[config.mk]
export PLATFORM = sky130hd
export DESIGN_NAME = div_sequencer
export DESIGN_NICKNAME = d
export VERILOG_FILES = /design/src/rtl/div_sequencer.sv
export SDC_FILE = /design/constraint.sdc
export NUM_CORES = 1
export LEC_CHECK = 0
export CORE_MARGIN = 10
export CORE_UTILIZATION = 59
export CTS_CLUSTER_SIZE = 8
export DETAILED_ROUTE_END_ITERATION = 6
export PLACE_DENSITY = 0.84
export SETUP_SLACK_MARGIN = 0.2
export SLEW_MARGIN = 20
export SYNTH_ARGS = -nofsm -noshare
export SYNTH_HDL_FRONTEND = slang
export SYNTH_SLANG_ARGS = --single-unit
[constraint.sdc]
create_clock -name CLK -period 3.7 [get_ports CLK]
set_input_delay 0.74 -clock CLK [delete_from_list [all_inputs] [get_ports CLK]]
set_output_delay 0.74 -clock CLK [all_outputs]
set_load 0.02 [all_outputs]
[src/rtl/div_sequencer.sv]
// 32-iteration restoring divider sequencer for RV32M DIV/DIVU/REM/REMU.
// Optional build macro DIV_EARLY_OUT_EN: divide-by-zero and overflow skip the iterations.
module div_sequencer (
   input  logic        CLK,
   input  logic        RESET_N,
   input  logic        START,
   input  logic [1:0]  OP,
   input  logic [31:0] DIVIDEND,
   input  logic [31:0] DIVISOR,
   input  logic        FLUSH,
   output logic        BUSY,
   output logic        DONE,
   output logic [31:0] RESULT
);

   typedef enum logic [1:0] {IDLE, RUN, FINISH} state_t;

   state_t      state, state_next;
   logic [5:0]  count;
   logic [63:0] acc, acc_step, shifted;
   logic [32:0] trial;
   logic [31:0] dvsr, orig_a, a_abs, b_abs, quo_fix, rem_fix, final_result;
   logic [1:0]  op_q;
   logic        q_neg, r_neg, dz, ovf;
   logic        is_signed, accept, start_dz, start_ovf, early_out;

   assign is_signed = ~OP[0];
   assign accept    = START & ~FLUSH;
   assign start_dz  = (DIVISOR == 32'd0);
   assign start_ovf = is_signed && (DIVIDEND == 32'h8000_0000) && (DIVISOR == 32'hFFFF_FFFF);
   assign a_abs     = (is_signed && DIVIDEND[31]) ? (32'd0 - DIVIDEND) : DIVIDEND;
   assign b_abs     = (is_signed && DIVISOR[31])  ? (32'd0 - DIVISOR)  : DIVISOR;

`ifdef DIV_EARLY_OUT_EN
   assign early_out = start_dz | start_ovf;
`else
   assign early_out = 1'b0;
`endif

   // State register only; BUSY decodes it, so there is no path from START to the stall.
   always_ff @(posedge CLK or negedge RESET_N) begin
      if (!RESET_N) state <= IDLE;
      else          state <= state_next;
   end

   // NOTE: state_next gets a default before the case so no latch is inferred.
   always_comb begin
      state_next = state;
      unique case (state)
         IDLE:    if (accept) state_next = early_out ? FINISH : RUN;
         RUN:     if (count == 6'd1) state_next = FINISH;
         FINISH:  state_next = IDLE;
         default: state_next = IDLE;
      endcase
      if (FLUSH) state_next = IDLE;
   end

   // NOTE: combinational logic uses blocking '=', clocked logic uses non-blocking '<='.
   always_comb begin
      shifted  = {acc[62:0], 1'b0};
      trial    = {1'b0, shifted[63:32]} - {1'b0, dvsr};
      acc_step = shifted;
      if (!trial[32]) acc_step = {trial[31:0], shifted[31:1], 1'b1};
   end

   always_comb begin
      quo_fix = q_neg ? (32'd0 - acc[31:0])  : acc[31:0];
      rem_fix = r_neg ? (32'd0 - acc[63:32]) : acc[63:32];
      if (!op_q[1]) final_result = dz ? 32'hFFFF_FFFF : (ovf ? 32'h8000_0000 : quo_fix);
      else          final_result = dz ? orig_a        : (ovf ? 32'd0        : rem_fix);
   end

   always_ff @(posedge CLK or negedge RESET_N) begin
      if (!RESET_N) begin
         count  <= 6'd0;
         acc    <= 64'd0;
         dvsr   <= 32'd0;
         orig_a <= 32'd0;
         op_q   <= 2'b00;
         q_neg  <= 1'b0;
         r_neg  <= 1'b0;
         dz     <= 1'b0;
         ovf    <= 1'b0;
         DONE   <= 1'b0;
         RESULT <= 32'd0;
      end else begin
         DONE <= 1'b0;
         unique case (state)
            IDLE: if (accept) begin
               acc    <= {32'd0, a_abs};
               dvsr   <= b_abs;
               orig_a <= DIVIDEND;
               op_q   <= OP;
               q_neg  <= is_signed & ~OP[1] & (DIVIDEND[31] ^ DIVISOR[31]);
               r_neg  <= is_signed &  OP[1] &  DIVIDEND[31];
               dz     <= start_dz;
               ovf    <= start_ovf;
               count  <= 6'd32;
            end
            RUN: if (!FLUSH) begin
               acc   <= acc_step;
               count <= count - 6'd1;
            end
            FINISH: if (!FLUSH) begin
               RESULT <= final_result;
               DONE   <= 1'b1;
            end
            default: ;
         endcase
      end
   end

   assign BUSY = (state != IDLE);

endmodule

# Word level (Yosys, flattened, before mapping)

Index checks and enable logic that the tools add are counted.

Bits in registers: 175
Latch bits: 0
Bits in writable memories: 0
ROM bits: 0
Input port bits: 70
Output and inout bits: 34
Word-level logic and storage cells: 70
Memories kept: 0

$add $sub $neg: 6
Multiply operators: 0
Div/mod/pow operators: 0
Order comparisons: 0
Equality and inequality tests: 9
Shift operators: 0
Mux-type cells: 22
Bitwise logic cells: 9
Reduce and logical (&&, ||, !) cells: 12

Operators with widths:

| cell                                                                  | number |
|---|---|
| 32-bit 2-to-1 mux                                                     | 9 |
| 64-bit 2-to-1 mux                                                     | 3 |
| 64-bit one-hot mux with 2 select lines                                | 1 |
| 1-bit by 32-bit subtractor with 32-bit output, first input constant   | 4 |
| 32-bit equality test, second input constant                           | 2 |
| 32-bit by 32-bit subtractor with 33-bit output                        | 1 |
| 32-bit logical NOT                                                    | 1 |
| 6-bit 2-to-1 mux                                                      | 2 |
| 6-bit one-hot mux with 2 select lines                                 | 1 |
| 6-bit by 1-bit equality test with 1-bit output, second input constant | 1 |
| 2-bit 2-to-1 mux                                                      | 3 |
| 3-bit inequality test, second input constant                          | 2 |
| 2-bit AND reduction                                                   | 3 |
| 6-bit by 1-bit subtractor with 6-bit output, second input constant    | 1 |
| 1-bit bitwise AND                                                     | 5 |
| 1-bit logical AND                                                     | 4 |
| 2-bit inequality test, second input constant                          | 2 |
| 2-bit one-hot mux with 2 select lines                                 | 1 |
| 2-bit nonzero test                                                    | 2 |
| 1-bit inverter                                                        | 3 |
| 3-bit AND reduction                                                   | 1 |
| 2-bit by 1-bit equality test with 1-bit output, second input constant | 1 |
| 2-bit equality test, second input constant                            | 1 |
| 2-bit logical NOT                                                     | 1 |
| other kinds (2)                                                       | 3 |

# Depth between registers and ports, before layout

Depth in word-level cells: 5
Gate-level depth with buffers: 14

# Worst setup path before layout

Ideal clock, no wire load.

Kind: register -> register
Start point: register acc[31]
End point: register acc[50]
Data arrival time: 2.895 ns
Data required time: 3.566 ns
Slack: 0.671 ns
Stages on the path, launching flop included: 14
Buffers on the path: 1
Cell sequence: dfrtp_1 inv_1 ha_1 fa_1 nand2b_1 a21oi_1 o31a_1 and4_1 o21ai_0 a21oi_1 o21ai_1 clkbuf_1 mux2i_1 o21ai_0

Cells in the longest elaborated chain, start to end: 4

RTL lines:

| item                                           | RTL line | RTL |
|---|---|---|
| from (decl)                                    | 20       | `logic [63:0] acc, acc_step, shifted;` |
| from (signal assigned)                         | 90       | `acc <= {32'd0, a_abs};` |
| from (signal assigned)                         | 101      | `acc <= acc_step;` |
| 32-bit by 32-bit subtractor with 33-bit output | 61       | `trial = {1'b0, shifted[63:32]} - {1'b0, dvsr};` |
| 64-bit 2-to-1 mux                              | 63       | `if (!trial[32]) acc_step = {trial[31:0], shifted[31:1], 1'b1};` |
| 64-bit 2-to-1 mux                              | 100      | `RUN: if (!FLUSH) begin` |
| 64-bit one-hot mux with 2 select lines         | 88       | `unique case (state)` |

No other way between the ends. The select of a mux whose other input is x is not followed.
A chain may end at the register's enable or synchronous reset.

# Worst setup path after layout

Start point: register acc[31]
End point: register acc[54]

Same word-level chain as after synthesis.

==> impl_metrics.json <==
{
  "timing.critical_path.to_type": "flip-flop",
  "routed_wire_length_per_instance_um": 19.94,
  "pwr_density_cell_nw_per_um2": 651.8,
  "ff2ff_setup_slack_ns": 0.31,
  "floorplan.core_area_um2": 19530,
  "nNetsFinal": 1672,
  "timing.hold.worst.class": "in -> async",
  "gr-usage-met1_pct": 39.07,
  "setup_slack_ns": 0.3135,
  "power_uw": 9036,
  "clock_sinks": 174,
  "tritoncts_clock_tree": "yes",
  "worst-path-max-fanout": 17,
  "place.port_buffers": 103,
  "inserted_diodes": 0,
  "dp.final_hpwl_um": 27340,
  "drc": 0,
  "holdBufCountCts": 0,
  "max-vdd-ir-drop_mv": 0.5536,
  "synth_area_um2": 11770,
  "yosysUniqueCellTypes": 63,
  "reg2reg_from": "acc[31]",
  "grt.met3_usage_pct": 6.965,
  "maximum_number_of_pins_on_one_net_before_global_route_repair": 79,
  "clock-root-buffer": "clkbuf_16",
  "ios": 104,
  "worst_r2r_endpoint": "acc[54]",
  "start_util_pct": 60.29,
  "cp.arrival_ns": 3.74,
  "post_synth_inst_count": 1469,
  "via_count": 11551,
  "post_synth.cell_area_avg_um2": 8.014,
  "static-leakage-power_uw": 0.006002,
  "outcome": "completed",
  "slew_headroom_pct": 30.08,
  "grt_busiest_layer": "met2",
  "max-clock-path-buffers": 2,
  "syn-num-nets": 1580,
  "globalRoute.totalOverflow": 0,
  "synth_sequential_area_ratio_pct": 36.99,
  "number_of_maximum_capacitance_constraint_violations": 0,
  "synth.ff_latch_count": 174,
  "timing.critical_path.required_ns": 4.05,
  "floorplan.die.height_um": 161.3,
  "grt_antenna_before_repair": 0,
  "finalMaxSlewViolations": 0,
  "fp.dieArea_um2": 26000,
  "max_slew.worst_pin.slew_ns": 1.048,
  "setup_tns_ns": 0,
  "max_freq_mhz": 295.3,
  "grt_first_pass_wirelength_um": 58670,
  "cts_max_level": 4,
  "dominantRegCellSynth": "dfrtp_1",
  "r2r.worst_path.cells": 13,
  "met2_layer_usage_reported_by_global_route_pct": 40.30,
  "drt_iter0_markers": 1461,
  "ys_warn_count": 0,
  "fin_crit_sh_pct": 91.53,
  "critical_path_start_type": "flip-flop",
  "drt_pass1_iterations": 7,
  "placementRows": 51,
  "insertion_delay_ns": 0.44,
  "gp_congestion": 0.9956,
  "number_of_global_route_vias_before_repair": 10741,
  "period_needed_ns": 3.387,
  "final-hold-violation-count": 0,
  "synth_edf_count": 0,
  "layout.core_utilization_pct": 70.99,
  "fp.dieW_um": 161.3,
  "setup-violations-final": 0,
  "drtAntennaViolNets": 0,
  "detailedPlace.worstSlack_ns": 0.02129,
  "timing.setup.critical_path_class": "reg -> reg",
  "layout-area-overhead-vs-synth_pct": 17.75,
  "cts_buffers": 17,
  "clkTransAtPathRegs_ns": 0.07,
  "wl_um": 36680,
  "fillCellCount": 1555,
  "grtUsageTotal_pct": 27.65,
  "setup_skew_after_layout_ns": 0.01575,
  "final_cells": 1839,
  "via_per_inst": 6.281,
  "final_layout_size_suffix_gt1_share_pct": 7.116,
  "rsz0062_at_grt": "true",
  "synth_async_sr_flop_share_pct": 100.0,
  "placedCellCount": 1805
}
[cell families after synthesis]
group	Yosys count	synth area share, %
muxes	13	1.158
DFF	174	36.99
buffers and inverters	145	4.698
xor gates and xnor gates	142	10.56
adders and majority gates	41	4.421
and+or+nand+nor	494	18.96
AOI/OAI and AO/OA	460	23.21
[cells in the final DEF (no fill, tap or decap), drive strengths merged, types with 9 or more instances in the layout]
master	n
a21oi	125
a22o	10
a31oi	9
buf	51
clkbuf	19
clkdlybuf4s50	102
dfrtp	174
ha	40
inv	73
nand2	248
nand2b	15
nand3	19
nand4	13
nor2	94
nor2b	12
nor3	20
nor4	10
o21ai	198
o21bai	11
o22ai	11
o31ai	23
o41ai	14
or3	21
or4	11
xnor2	87
xor2	55
[repair_timing]
item                       CTS  global route
pin swaps                    1             4
setup buffers                0             2
setup endpoints to repair   15            33
gates resized for setup      3             8
[state kept, by name, summed over array words and instances, names as in the netlist]
register and cells:
state 2, dz 1, q_neg 1, count 6, RESULT 32, DONE 1
dvsr 32, orig_a 32, op_q 1, ovf 1, acc 64, r_neg 1
[cell type report]
| cell class | count | area [um2] | area share, % |
|---|---|---|---|
| Clock buffer | 19 | 442.9 | 3.195 |
| Clock inverter | 13 | 141.4 | 1.020 |
| Inverter | 65 | 244.0 | 1.760 |
| Multi-Input combinational cell | 1150 | 6927 | 49.97 |
| Sequential cell | 174 | 4355 | 31.42 |
| Tap cell | 265 | 331.6 | 2.392 |
| Timing Repair Buffer | 153 | 1420 | 10.24 |
[metrics by stage]
step,area (um2),hold slack [ns]
4_1_cts,13830,0.3782
5_1_grt,13860,0.4103
3_3_place_gp,13230,0.4567
2_1_floorplan,11770,0.4369
6_report,13860,0.3455
3_5_place_dp,13230,0.4562
[power by group]
part / total (uW) / switching, uW / internal, uW
registers: 2970 / 599 / 2380
clock network: 1780 / 861 / 921
logic: 4280 / 2510 / 1770
[per-layer routing]
metal  vias up  wire length, um
li1       5352                -
met1      5417            15510
met2       691            16020
met3        91             4095
met4         0             1054
met5         -                0
[critical path: stages (launching register included)]
cell and delay [ns]:
dfrtp_2 0.41, inv_1 0.12, ha_1 0.23, fa_1 0.41
nand2b_1 0.21, a21oi_2 0.23, o31a_1 0.24, and4_1 0.30
o21ai_1 0.15, a21oi_2 0.24, o21ai_4 0.09, buf_4 0.21
o31a_1 0.29, o21ai_0 0.15
[cells in the mapped netlist, types with 10 or more instances]
library cell	instances	share of area (%)
nor2_1	94	3.0
or3_1	20	1.1
dfrtp_1	174	37
o22ai_1	11	0.58
nand2b_1	15	0.80
xnor2_1	87	6.5
inv_1	65	2.1
xor2_1	55	4.1
or4_1	10	0.64
nand2_1	248	7.9
a22o_1	10	0.74
nand3_1	19	0.81
clkbuf_1	74	2.4
ha_1	40	4.3
nand4_1	13	0.69
o21ai_0	191	8.1
nor4_1	10	0.53
a21oi_1	125	5.3
o21bai_1	11	0.70
o41ai_1	13	0.97
nor2b_1	12	0.64
o31ai_1	21	1.3
nor3_1	20	0.85
[worst max-delay path by stage]
stage | cells after the start | end | startpoint | slack, ns
global route | 12 | acc[63] | acc[34] | 0.15
detailed placement | 13 | acc[62] | acc[31] | 0.02
floorplan | 13 | acc[50] | acc[31] | 0.67
global placement | 13 | acc[60] | acc[31] | 0.15
finish | 13 | acc[54] | acc[31] | 0.31
CTS | 13 | acc[62] | acc[31] | 0.20
No activity file was read; power rests on OpenSTA's default activity.
==> variant 1 (same settings) <==
Add an input register stage for `DIVISOR`, without a reset; this delays it by one clock. The other inputs are not delayed to match.
--- a/src/rtl/div_sequencer.sv
+++ b/src/rtl/div_sequencer.sv
@@ -15,6 +15,12 @@
 
    typedef enum logic [1:0] {IDLE, RUN, FINISH} state_t;
 
+   logic [31:0] DIVISOR_q;
+
+   always_ff @(posedge CLK) begin
+      DIVISOR_q <= DIVISOR;
+   end
+
    state_t      state, state_next;
    logic [5:0]  count;
    logic [63:0] acc, acc_step, shifted;
@@ -26,10 +32,10 @@
 
    assign is_signed = ~OP[0];
    assign accept    = START & ~FLUSH;
-   assign start_dz  = (DIVISOR == 32'd0);
-   assign start_ovf = is_signed && (DIVIDEND == 32'h8000_0000) && (DIVISOR == 32'hFFFF_FFFF);
+   assign start_dz  = (DIVISOR_q == 32'd0);
+   assign start_ovf = is_signed && (DIVIDEND == 32'h8000_0000) && (DIVISOR_q == 32'hFFFF_FFFF);
    assign a_abs     = (is_signed && DIVIDEND[31]) ? (32'd0 - DIVIDEND) : DIVIDEND;
-   assign b_abs     = (is_signed && DIVISOR[31])  ? (32'd0 - DIVISOR)  : DIVISOR;
+   assign b_abs     = (is_signed && DIVISOR_q[31])  ? (32'd0 - DIVISOR_q)  : DIVISOR_q;
 
 `ifdef DIV_EARLY_OUT_EN
    assign early_out = start_dz | start_ovf;
@@ -91,7 +97,7 @@
                dvsr   <= b_abs;
                orig_a <= DIVIDEND;
                op_q   <= OP;
-               q_neg  <= is_signed & ~OP[1] & (DIVIDEND[31] ^ DIVISOR[31]);
+               q_neg  <= is_signed & ~OP[1] & (DIVIDEND[31] ^ DIVISOR_q[31]);
                r_neg  <= is_signed &  OP[1] &  DIVIDEND[31];
                dz     <= start_dz;
                ovf    <= start_ovf;
Check against the original RTL: same outputs for any inputs over 10 cycles, from zero or initial values and one cycle with RESET_N low; that may be too few to reach the edited logic, so the function may still have changed.
==> variant 1 against the original RTL <==
Total power up 24%. Setup slack worse by 0.0067 ns. Final area up 9.1%. Sequential cell count up 32. Routed wire length up 5.9%. Maximum frequency down 0.20%. Area after synthesis up 9.2%. Via count up 7.1%. Critical path type unchanged. Critical endpoint is now acc[44]. Largest cell class unchanged.
==> variant 1: results (changes against the original RTL) <==
[timing]
fin_crit_ns = 3.39  ; about the same
fin_skew_ns = 0.00934  ; was 0.0158 ns
slew_headroom_pct = 30.9  ; was 30.1%
hold-worst-slack_ns = 0.290  ; was 0.346 ns
slew_violations = 0  ; unchanged

[setup_path]
worst-r2r-cell-count = 12  ; was 13
rrSetupSlack_ns = 0.31
rr_endpoint = acc[44]  ; was acc[54]
cp_max_fo = 26  ; was 17
critPathArrivalTime_ns = 3.82  ; was 3.74 ns
path_class = flop to flop  ; unchanged

[synthesis]
syn_area_per_cell_um2 = 8.18  ; was 8.01 µm²
ys_seq_area_share_pct = 38.8  ; was 37.0%
ys_async_sr_fraction_pct = 84.5  ; was 100%
ys_top_cells_by_area = dfrtp_1 34%, nand2_1 7.6%, xnor2_1 6.5%, o21ai_0 6.0%, dfxtp_1 5.0%  ; was dfrtp_1 37%, o21ai_0 8.1%, nand2_1 7.9%, xnor2_1 6.5%, a21oi_1 5.3%
yosys-top-cells-count = 262 x nand2_1, 174 x dfrtp_1, 153 x o21ai_0  ; was 248 x nand2_1, 191 x o21ai_0, 174 x dfrtp_1
synth_nets = 1682  ; was 1,580
yosysUniqueCellTypes = 73  ; was 63

[finish]
nNetsFinal = 1780  ; was 1,672
instances_no_fill = 1958  ; was 1,839
drive_gt1_share_pct = 6.12  ; was 7.12%
largest_register_ffs = 64  ; unchanged

[power]
irDropWorstVdd_uv = 526  ; was 554 µV
leakagePower_nw = 6.67  ; was 6.00 nW

[detailed_routing]
drtIter0Drc = 1248  ; was 1,461
wl_per_cell_um = 19.8  ; was 19.9 µm
viasPerCell = 6.32  ; was 6.28

[placement]
place_area_um2 = 14300  ; was 13,200 µm²
dp_cells = 1913  ; was 1,805
dp_slack_ns = 0.219  ; was 0.0213 ns
place_congestion = 0.969  ; was 0.996
portBuffers = 103  ; unchanged

[clock_network]
cts_resized = 0  ; was 3
clock_path_buffers = 3  ; was 2
path_clk_slew_ns = 0.05  ; was 0.07 ns
htreeDepth = 1  ; was 4
insertion_delay_ns = 0.55  ; was 0.44 ns
cts_buffers = 29  ; was 17

[global_routing]
grt_pass1_wl_um = 63000  ; was 58,700 µm
grt_pass1_vias = 11953  ; was 10,741
grt_start_max_net_pins = 100  ; was 79

[status]
status = completed  ; unchanged

variant 1: cell types whose count changed in the layout (fill, tap and decap cells not counted), moves of 11 or more:
cell	change
nor2_1	+17
nand2_1	+14
clkbuf_1	+14
nand3_1	+54
o21ai_0	-35
a221oi_1	+11
o31ai_1	+11
clkbuf_16	+12
dfxtp_1	+32
variant 1: cells by family after synthesis:
kind of cell / count (synthesis) / share of synthesized area, %
AND/OR/NAND/NOR: 598 / 21.5
flip-flops: 206 / 38.8
AO/OA/AOI/OAI: 428 / 20.3
XOR/XNOR: 144 / 9.81
buffers and inverters: 141 / 4.45
adder cells (fa/ha/maj): 41 / 4.05
multiplexers: 13 / 1.05
variant 1: layout make-up:
type                            instances  area (µm²)
Fill cell                            1640        6100
Multi-Input combinational cell       1224        7330
Timing Repair Buffer                  151        1430
Tap cell                              275         344
Clock buffer                           44         782
Sequential cell                       206        4990
Inverter                               57         214
Clock inverter                          1        20.0
variant 1: worst max-delay path by stage:
stage / endpoint / cells past startpoint
3_3_place_gp: acc[26] / 10
4_1_cts: acc[44] / 12
3_5_place_dp: acc[26] / 10
5_1_grt: acc[34] / 12
2_1_floorplan: acc[28] / 9
6_report: acc[44] / 12
variant 1: routing by layer:
metal | vias to the layer above | GRT usage, % | wire, µm
met3 | 106 | 4.59 | 3460
li1 | 5735 | - | -
met1 | 5869 | 35.5 | 16000
met2 | 661 | 43.2 | 18000
met4 | 0 | 8.44 | 1360
met5 | - | 0 | 0
variant 1: power by group:
group / switching (mW) / internal (mW)
clock: 0.973 / 1.43
sequential: 0.705 / 2.79
combinational: 3.06 / 2.21
total: 4.74 / 6.43
==> variant 2 (same flow settings) <==
Made on the original files. The option `DIV_EARLY_OUT_EN` is turned on by a define.
--- a/src/rtl/div_sequencer.sv
+++ b/src/rtl/div_sequencer.sv
@@ -1,5 +1,7 @@
 // 32-iteration restoring divider sequencer for RV32M DIV/DIVU/REM/REMU.
 // Optional build macro DIV_EARLY_OUT_EN: divide-by-zero and overflow skip the iterations.
+`define DIV_EARLY_OUT_EN
+
 module div_sequencer (
    input  logic        CLK,
    input  logic        RESET_N,
Check against the original RTL: not equivalent (a bounded check fails within 4 cycles, from zero or initial values and one cycle with RESET_N low).
==> variant 2 against the original RTL <==
Setup slack improved by 0.10 ns. Total power decreased by 8.3%. Final area increased by 1.5%. Area after synthesis increased by 2.1%. Synthesized cell count increased by 3.5%. Sequential cell count unchanged. Routed wire length increased by 4.5%. Critical path type unchanged.
==> variant 2: results (changes against the original RTL) <==
[synthesis]
synth_nets = 1632  ; was 1,580
ys_top_cells_by_area = dfrtp_1 36%, nand2_1 8.3%, o21ai_0 7.3%, xnor2_1 5.2%, xor2_1 5.0%  ; was dfrtp_1 37%, o21ai_0 8.1%, nand2_1 7.9%, xnor2_1 6.5%, a21oi_1 5.3%
yosys-top-cells-count = 265 x nand2_1, 175 x o21ai_0, 174 x dfrtp_1  ; was 248 x nand2_1, 191 x o21ai_0, 174 x dfrtp_1

[clock_network]
cts_resized = 0  ; was 3
cts-root-buf = clkbuf_16  ; unchanged

[global_routing]
grt_start_max_net_pins = 106  ; was 79
groute.usage.overall_pct = 28.7  ; was 27.6%
antenna_found_initial = 1  ; was 0
grt_pass1_vias = 11427  ; was 10,741
grt_pass1_wl_um = 61300  ; was 58,700 µm

[finish]
drive_gt1_share_pct = 6.23  ; was 7.12%
nNetsFinal = 1719  ; was 1,672
largest_register_ffs = 64  ; unchanged
fill_cells = 1674  ; was 1,555

[timing]
worst_pin_slew_ns = 0.967  ; was 1.05 ns
fin_skew_ns = 0.0101  ; was 0.0158 ns

[status]
status = completed  ; unchanged

[setup_path]
rrSetupSlack_ns = 0.41  ; was 0.31 ns
rr_endpoint = acc[61]  ; was acc[54]
startpoint = acc[32]  ; was acc[31]
cp_max_fo = 16  ; was 17
worst-r2r-cell-count = 11  ; was 13

[placement]
place_congestion = 0.976  ; was 0.996
dp_hpwl_um = 28400  ; was 27,300 µm

[detailed_routing]
viasPerCell = 6.36  ; was 6.28
drt_pass1_iterations = 6  ; was 7
wl_per_cell_um = 20.3  ; was 19.9 µm
drtIter0Drc = 1511  ; was 1,461

[power]
irDropWorstVdd_uv = 415  ; was 554 µV
leakagePower_nw = 6.15  ; was 6.00 nW

==> variant 2: changes by cell type after synthesis, sizes merged, moves of 7 or more <==
cell | before | now
nand3 | 19 | 55
o21ai | 198 | 179
nand2 | 248 | 265
xnor2 | 87 | 72
a221oi | 1 | 15
xor2 | 55 | 69
nor2 | 94 | 106
a22o | 10 | 2
a21oi | 125 | 118
a32oi | 8 | 15
and2 | 8 | 1
==> variant 2: worst min-delay path by stage <==
stage,start,endpoint,slack (ns),depth (start not counted)
finish,RESET_N,dvsr[19],0.28,1
global route,RESET_N,dvsr[19],0.33,1
CTS,RESET_N,dvsr[19],0.32,1
detailed placement,RESULT[7],RESULT[7],0.46,2
global placement,RESULT[7],RESULT[7],0.45,2
floorplan,RESET_N,DONE,0.44,0
==> variant 2: area by class of cell <==
cell class / instances / area share, %
clock buffer: 18 / 3.12
clock inverter: 14 / 1.04
inverter: 61 / 1.63
multi-input combinational: 1204 / 50.9
sequential: 174 / 30.9
tap: 270 / 2.40
timing repair buffer: 150 / 10.0
==> variant 2: critical path, cell delays in order, from the launching register on <==
cell and delay [ns]:
dfrtp_1 0.48, inv_1 0.16, fa_1 0.48, nand2b_1 0.24, a211oi_1 0.24, nor2_1 0.16, o22ai_1 0.24, a31oi_1 0.16
o21ai_2 0.41, buf_4 0.29, mux2i_1 0.21, o211ai_1 0.09
==> variant 2: metrics by stage <==
step	instance area, µm²	hold slack, ns	std cells	power [mW]	setup WS [ns]
2_1_floorplan	12000	0.440	1521	5.07	0.679
3_3_place_gp	13500	0.452	1859	6.28	0.0956
3_5_place_dp	13500	0.460	1859	6.39	0.0140
4_1_cts	14100	0.322	1891	8.21	0.472
5_1_grt	14100	0.333	1891	8.76	0.238
6_report	14100	0.276	1891	8.29	0.415
==> variant 2: power breakdown <==
| part | switching (mW) | internal (mW) | leakage, nW |
|---|---|---|---|
| Clock | 0.879 | 0.919 | 0.290 |
| Sequential | 0.622 | 2.47 | 2.21 |
| Combinational | 2.01 | 1.38 | 3.65 |
==> variant 2: logic make-up after synthesis <==
logic type	after synthesis	synth area share (%)
adders and majority gates	41	4.33
DFF	174	36.2
and+or+nand+nor	561	21.1
xor gates and xnor gates	141	10.3
muxes	8	0.687
AOI/OAI and AO/OA	453	22.9
buffers and inverters	143	4.48
==> variant 2: layer usage <==
metal,wire length [µm],track usage (%),part of all wire [%]
met1,16200,40.5,42
met5,13,0,0.034
met2,16700,41.9,44
met3,4550,7.94,12
met4,909,8.48,2.4
